### src/rtl/ttl_pkg.sv
// Shared types and constants for the clocked TTL chip models.
// Mode encodings follow the chip's S1/S0 select pins directly.
package ttl_pkg;

    localparam int LS299_W = 8;

    typedef enum logic [1:0] {
        HOLD = 2'b00,
        SHR  = 2'b01,
        SHL  = 2'b10,
        LOAD = 2'b11
    } ls299_mode_t;

    function automatic ls299_mode_t ls299_decode_mode(input logic s1, input logic s0);
        return ls299_mode_t'({s1, s0});
    endfunction

endpackage

### src/rtl/ttl_edge_det.sv
// Registered edge detector for chip clock pins sampled on the system clock.
// The flag is registered, so it is high for exactly one clk per detected edge.
module ttl_edge_det #(
    parameter bit CP_EDGE = 1'b1
) (
    input  logic clk,
    input  logic reset_n,
    input  logic sig_in,
    output logic edge_out
);

    logic sig_prev;

    // sig_prev resets low, so a pin already high at reset release reads as a rising edge.
    always_ff @(posedge clk or negedge reset_n) begin
        if (!reset_n) begin
            sig_prev <= 1'b0;
            edge_out <= 1'b0;
        end else begin
            sig_prev <= sig_in;
            if (CP_EDGE)
                edge_out <= sig_in & ~sig_prev;
            else
                edge_out <= ~sig_in & sig_prev;
        end
    end

endmodule

### src/rtl/ls299.sv
// 74LS299 8-bit universal shift/storage register with bidirectional bus I/O.
// The chip CP pin is edge-detected on clk; the parent resolves the tri-state bus.
module ls299
    import ttl_pkg::*;
#(
    parameter int WIDTH   = LS299_W,
    parameter bit CP_EDGE = 1'b1
) (
    input  logic             clk,
    input  logic             reset_n,
    input  logic             cp,
    input  logic             mr_n,
    input  logic             s0,
    input  logic             s1,
    input  logic             oe1_n,
    input  logic             oe2_n,
    input  logic             ds0,
    input  logic             ds7,
    input  logic [WIDTH-1:0] io_in,
    output logic [WIDTH-1:0] io_out,
    output logic             io_oe,
    output logic             q0,
    output logic             q7
);

    logic             cp_edge;
    ls299_mode_t      mode;
    logic [WIDTH-1:0] data_reg;
    logic [WIDTH-1:0] data_next;

    ttl_edge_det #(
        .CP_EDGE (CP_EDGE)
    ) u_cp_edge (
        .clk      (clk),
        .reset_n  (reset_n),
        .sig_in   (cp),
        .edge_out (cp_edge)
    );

    assign mode = ls299_decode_mode(s1, s0);

    // Master reset beats any edge; "right" moves data from Q0 toward Q7.
    always_comb begin
        data_next = data_reg;
        if (!mr_n) begin
            data_next = '0;
        end else if (cp_edge) begin
            case (mode)
                HOLD:    data_next = data_reg;
                SHR:     data_next = {data_reg[WIDTH-2:0], ds0};
                SHL:     data_next = {ds7, data_reg[WIDTH-1:1]};
                LOAD:    data_next = io_in;
                default: data_next = data_reg;
            endcase
        end
    end

    always_ff @(posedge clk or negedge reset_n) begin
        if (!reset_n)
            data_reg <= '0;
        else
            data_reg <= data_next;
    end

    assign io_out = data_reg;
    assign q0     = data_reg[0];
    assign q7     = data_reg[WIDTH-1];

    // Drive is dropped in load mode so the chip never fights the bus it samples.
    assign io_oe  = ~oe1_n & ~oe2_n & ~(s1 & s0);

endmodule

### config.mk
export PLATFORM = sky130hd
export DESIGN_NAME = ls299
export DESIGN_NICKNAME = d
export VERILOG_FILES = /design/src/rtl/ttl_pkg.sv /design/src/rtl/ttl_edge_det.sv /design/src/rtl/ls299.sv
export SDC_FILE = /design/constraint.sdc
export NUM_CORES = 1
export LEC_CHECK = 0
export ABC_AREA = 1
export CORE_UTILIZATION = 42
export CTS_CLUSTER_DIAMETER = 60
export CTS_CLUSTER_SIZE = 24
export DETAILED_ROUTE_END_ITERATION = 10
export PLACE_DENSITY = 0.82
export SLEW_MARGIN = 20
export SYNTH_ARGS = -nofsm -noshare
export SYNTH_HDL_FRONTEND = slang
export SYNTH_SLANG_ARGS = --single-unit
### constraint.sdc
create_clock -name clk -period 1.5 [get_ports clk]
set_input_delay 0.3 -clock clk [delete_from_list [all_inputs] [get_ports clk]]
set_output_delay 0.3 -clock clk [all_outputs]
set_load 0.01 [all_outputs]
== Word level (Yosys, flattened, before mapping) ==
Cells that the tools add are included.
W data, S select, Z words.

* Register bits after elaboration: 10
* Input port bits: 18
* Word-level logic and storage cells: 21
* Output and inout port bits: 11

* Eq/ne operators: 5
* Multiplexer cells: 3
* Reductions and logical operators: 2
* Bitwise operators: 8

{| class="wikitable"
|+ Operators with widths
! kind !! count
|-
| $pmux W8 S3 || 1
|-
| $mux W8 || 2
|-
| $and A1 B1 Y1 || 4
|-
| $eq A2 B2 Y1 const B || 2
|-
| $not A1 Y1 || 4
|-
| $eq A2 B1 Y1 const B || 1
|-
| $logic_not A2 Y1 || 1
|-
| $ne A2 B1 Y1 const B || 1
|-
| $ne A2 B2 Y1 const B || 1
|-
| $reduce_and A2 Y1 || 1
|}

== Logic depth before layout (Yosys ltp) ==
* Depth after elaboration: 4
* Depth in mapped cells: 6
* Depth with buffers taken out: 5

== Modules after synthesis ==
A second synthesis with hierarchy kept.

* Cell total of the unflattened synthesis: 84
* Area, all modules: 625.6 µm²

{| class="wikitable"
|+ By module, submodules not included
! module !! instances !! area each (µm²) !! seq. area each (µm²) !! cells an instance
|-
| ls299 || 1 || 565.5 || 200.2 || 80
|-
| ttl_edge_det || 1 || 60.1 || 50.0 || 4
|}

== Worst setup path after synthesis ==
Ideal clock, no wire load.

* Kind: input -> output
* Start point: in s0
* End point: out io_oe
* Stages: 4
* Path slack: 422 ps
* Arrival time: 778 ps
* Data required time: 1200 ps
* Path buffers: 1
* Cells stage by stage: buf_2 inv_2 o21ai_0 inv_1

* Cells in the longest elaborated chain, start to end: 3

{| class="wikitable"
|+ Ends and longest elaborated chain
! item !! RTL line !! text
|-
| start: declaration || ls299.sv:13 || <nowiki>input logic s0,</nowiki>
|-
| $and A1 B1 Y1 || ls299.sv:70 || <nowiki>assign io_oe = ~oe1_n & ~oe2_n & ~(s1 & s0);</nowiki>
|-
| $not A1 Y1 || ls299.sv:70 ||
|-
| $and A1 B1 Y1 || ls299.sv:70 ||
|-
| end: declaration || ls299.sv:21 || <nowiki>output logic io_oe,</nowiki>
|}

No other way between the ends.

== Worst setup path in the final report ==
* Start point: reg data_reg[2] (netlist: io_out[2])
* End point: out io_out[2]

{| class="wikitable"
|+ RTL lines
! item !! RTL line !! text
|-
| start: declaration || ls299.sv:28 || <nowiki>logic [WIDTH-1:0] data_reg;</nowiki>
|-
| start signal: assignment || ls299.sv:62 || <nowiki>data_reg <= data_next;</nowiki>
|-
| end: declaration || ls299.sv:20 || <nowiki>output logic [WIDTH-1:0] io_out,</nowiki>
|}

No word-level cell between the ends.

==> results summary <==
The worst path in the final design needs a cycle of 1.453 ns, including I/O delays and setup. The via count of the first global-routing pass is 535. The critical path data required time came out at 1.20 ns. Clock-pin slew was measured on the worst setup and hold paths at 0.06 ns.

The sum of overflow across all layers after global routing is 0. Setup repair after global routing left no endpoint under its margin. Summing all non-filler instances in the final layout gives an area of 914.6 um2. The flow ran to the end, and the final reports show no timing, DRC or antenna violations. Summed over all instances, the cell type with the most area after synthesis is sky130_fd_sc_hd__dfrtp_1.

The number of nets in the synthesized netlist is 102. The data arrival time of the critical path is 1.15 ns. The share of synthesized area occupied by flip-flops and latches is 40.57%. The synthesized netlist devotes 45.03% of its cell area to simple gates. On the worst path, the slowest cell contributes a delay of 0.54 ns.

The analysis attributes to cell leakage a power of 0.0004969 uW. The number of buffers on the longest clock path is 2. The post-detailed-route wirelength per cell came out at 12.45 um. The synthesized netlist devotes 2.231% of its cell area to compound gates. The post-synthesis share of cell area spent on xor and xnor gates came out at 0%.

STA classifies the critical path startpoint as a register. The detailed-route wire length came out at 1618 um. Timing would allow up to 0.6884 GHz. The starting density of the core came out at 46.25%. The period utilization is 96.85%.

The unique cell type count in the Yosys netlist is 13. The initial antenna violation count came out at 0. The total global routing track utilization is 22.74%. The final weighted congestion in routability-driven placement is 0.8458. Summing the areas of all fa, ha and maj instances in the mapped netlist gives 0% of the synthesized area.

TritonCTS built the clock tree. The count of buffers added on input and output ports is 28. The multiplexer fraction of the synthesized cell area came out at 0%. The number of instances in the synthesized netlist came out at 84. The slowest library cell on the worst path is sky130_fd_sc_hd__clkdlybuf4s50_1. Yosys attributes the largest share of cell area to sky130_fd_sc_hd__dfrtp_1 41%, sky130_fd_sc_hd__nand3_1 26%, sky130_fd_sc_hd__nand2_1 15%.

TritonCTS created 3 clock buffers. The die covers 1626 um2. The average cell area after synthesis came out at 7.343 um2. The worst hold path belongs to the class input port to asynchronous set/reset pin.

The number of ports placed on the die boundary came out at 29. The final number of max-transition violations was 0. The worst-margin pin slew is 0.4289 ns. Compared with the post-synthesis result, the final layout area differs by 48.28%. The half-perimeter wire length after placement came out at 1176 um. Summing all placed instances gives a cell area of 903.4 um2.

The clock arrives with 0.001997 ns of skew. Setup violations remaining at the end of the flow were counted as 0. The number of placement rows is 13. The die outline height is 40.33 um. The total via count in the routed design came out at 685. The cell area that synthesis handed to floorplanning was 616.8 um2. The power density normalized to cell area is 639.6 nW/um2.

In the layout the commonest cells are 32 x sky130_fd_sc_hd__nand3_1, 24 x sky130_fd_sc_hd__nand2_1, 16 x sky130_fd_sc_hd__clkdlybuf4s50_1. The remaining design rule violation count came out at 0. The floorplan step defined a core boundary enclosing 1334 um2. The proportion of layout cells with a drive suffix above 1 came out at 13.04%. The detail-routed via count per cell came out at 5.269. The pre-antenna-repair detailed-routing pass consisted of 4 iterations. The die width came out at 40.33 um. The setup path with the least slack is of type register to output pin. Measured against its own limit, the worst slew margin works out to 71.32%. After synthesis, the largest family of logic cells by area is simple AND/OR/NAND/NOR gates. STA classifies the critical path endpoint as an output pin. Clock tree synthesis selected as its root buffer the cell sky130_fd_sc_hd__clkbuf_4.

The number of antenna-violating nets in the routed design is 0. The buffers plus inverters on the worst setup path came out at 1. Walking the worst path, the cells encountered are clkdlybuf4s50_1. The number of diodes added for antenna fixing is 0. The number of warning messages in the yosys log came out at 0.

The number of maximum-capacitance violations is 0. The worst-case IR drop observed on VDD is 0.4616 mV. The number of hold-slack violations in the final timing report came out at 0. The setup TNS came out at 0 ns. The count of nets after finishing came out at 135. The flop and latch count out of synthesis came out at 10. The largest net degree at the start of global routing is 19. The most common cell after layout, fill and taps aside is sky130_fd_sc_hd__nand3_1. The clock latency at the later pin of the worst-skew pair is 0.25 ns. The first global-routing pass estimated 2352 um of wire. The deepest level of the CTS H-tree came out at 1. The total clock sinks came out at 10.

The count of routing violations after the opening detailed-route iteration is 21. Of all nets on the critical path, the largest fanout is 2. The share of Yosys cell area claimed by the top area cell type came out at 40.57%.

The cell family contributing the most delay on the critical path is buffers and inverters.
[layout make-up]
type                    instances  area (um2)
inverters                       6       25.02
multi-input cells              62       291.5
repair buffers                 34       306.5
fillers                       119       419.2
well taps                      15       18.77
clock buffers                   3       22.52
flip-flops and latches         10       250.2
[path summary, 6_finish.rpt]
path | slack [ns] | cells after the start | start | endpoint
setup / recovery | 0.05 | 1 | io_out[2] | io_out[2]
hold / removal | 0.35 | 1 | reset_n | io_out[7]
setup reg to reg | 0.53 | 4 | u_cp_edge.edge_out | io_out[3]
hold reg to reg | 0.40 | 1 | u_cp_edge.sig_prev | u_cp_edge.edge_out
max in group asynchronous | 0.85 | 1 | reset_n | io_out[4]
min in group clk | 0.40 | 1 | u_cp_edge.sig_prev | u_cp_edge.edge_out
[registers in the layout, indices dropped and copies added, names as in the netlist]
| signal | cells |
|---|---|
| u_cp_edge.edge_out | 1 |
| u_cp_edge.sig_prev | 1 |
| io_out | 8 |
[stage by stage]
step           utilization (%)  instances  setup slack, ns  hold WS (ns)  total power (uW)
2_1_floorplan                -         84           0.4220      0.004409             350.3
4_1_cts                  68.86        130          0.01996        0.3568             592.3
3_3_place_gp             67.73        126          -0.2931        0.3807             425.2
3_5_place_dp             67.73        126          -0.3055        0.3854             426.8
5_1_grt                  68.57        130          0.01185        0.3804             617.4
6_report                 68.57        130          0.04727        0.3493             585.0
[routing by layer]
layer | global-route usage, % | share of wire, %
met4 | 12.50 | 1.3
met3 | 3.889 | 6.7
met5 | 0 | 0
met1 | 31.12 | 45
met2 | 33.73 | 47
[repair_timing]
item,CTS,global route
hold buffers,0,0
setup buffers,1,0
setup endpoints to repair,11,1
resized for setup,13,2
endpoints found under the hold margin,0,0
[synth_stat cells]
cell                       n
sky130_fd_sc_hd__nand3_1  32
sky130_fd_sc_hd__nand2_1  24
sky130_fd_sc_hd__dfrtp_1  10
sky130_fd_sc_hd__buf_4     3
sky130_fd_sc_hd__inv_1     3
sky130_fd_sc_hd__nor2_1    3
sky130_fd_sc_hd__buf_6     2
sky130_fd_sc_hd__inv_2     2
sky130_fd_sc_hd__buf_2     1
sky130_fd_sc_hd__inv_4     1
sky130_fd_sc_hd__nor3_4    1
sky130_fd_sc_hd__o21ai_0   1
sky130_fd_sc_hd__o21ai_2   1
[power breakdown]
| part | switching, uW | internal, uW |
|---|---|---|
| logic | 62.2 | 69.5 |
| clock network | 76.8 | 91.8 |
| registers | 7.00 | 278 |
[cell families (layout without fill, tap and decap cells)]
kind of cell | Yosys count | count (layout)
and+or+nand+nor | 60 | 60
DFF | 10 | 10
buffers and inverters | 12 | 43
AOI/OAI and AO/OA | 2 | 2
Note: power is estimated with default switching activity, not from simulation.
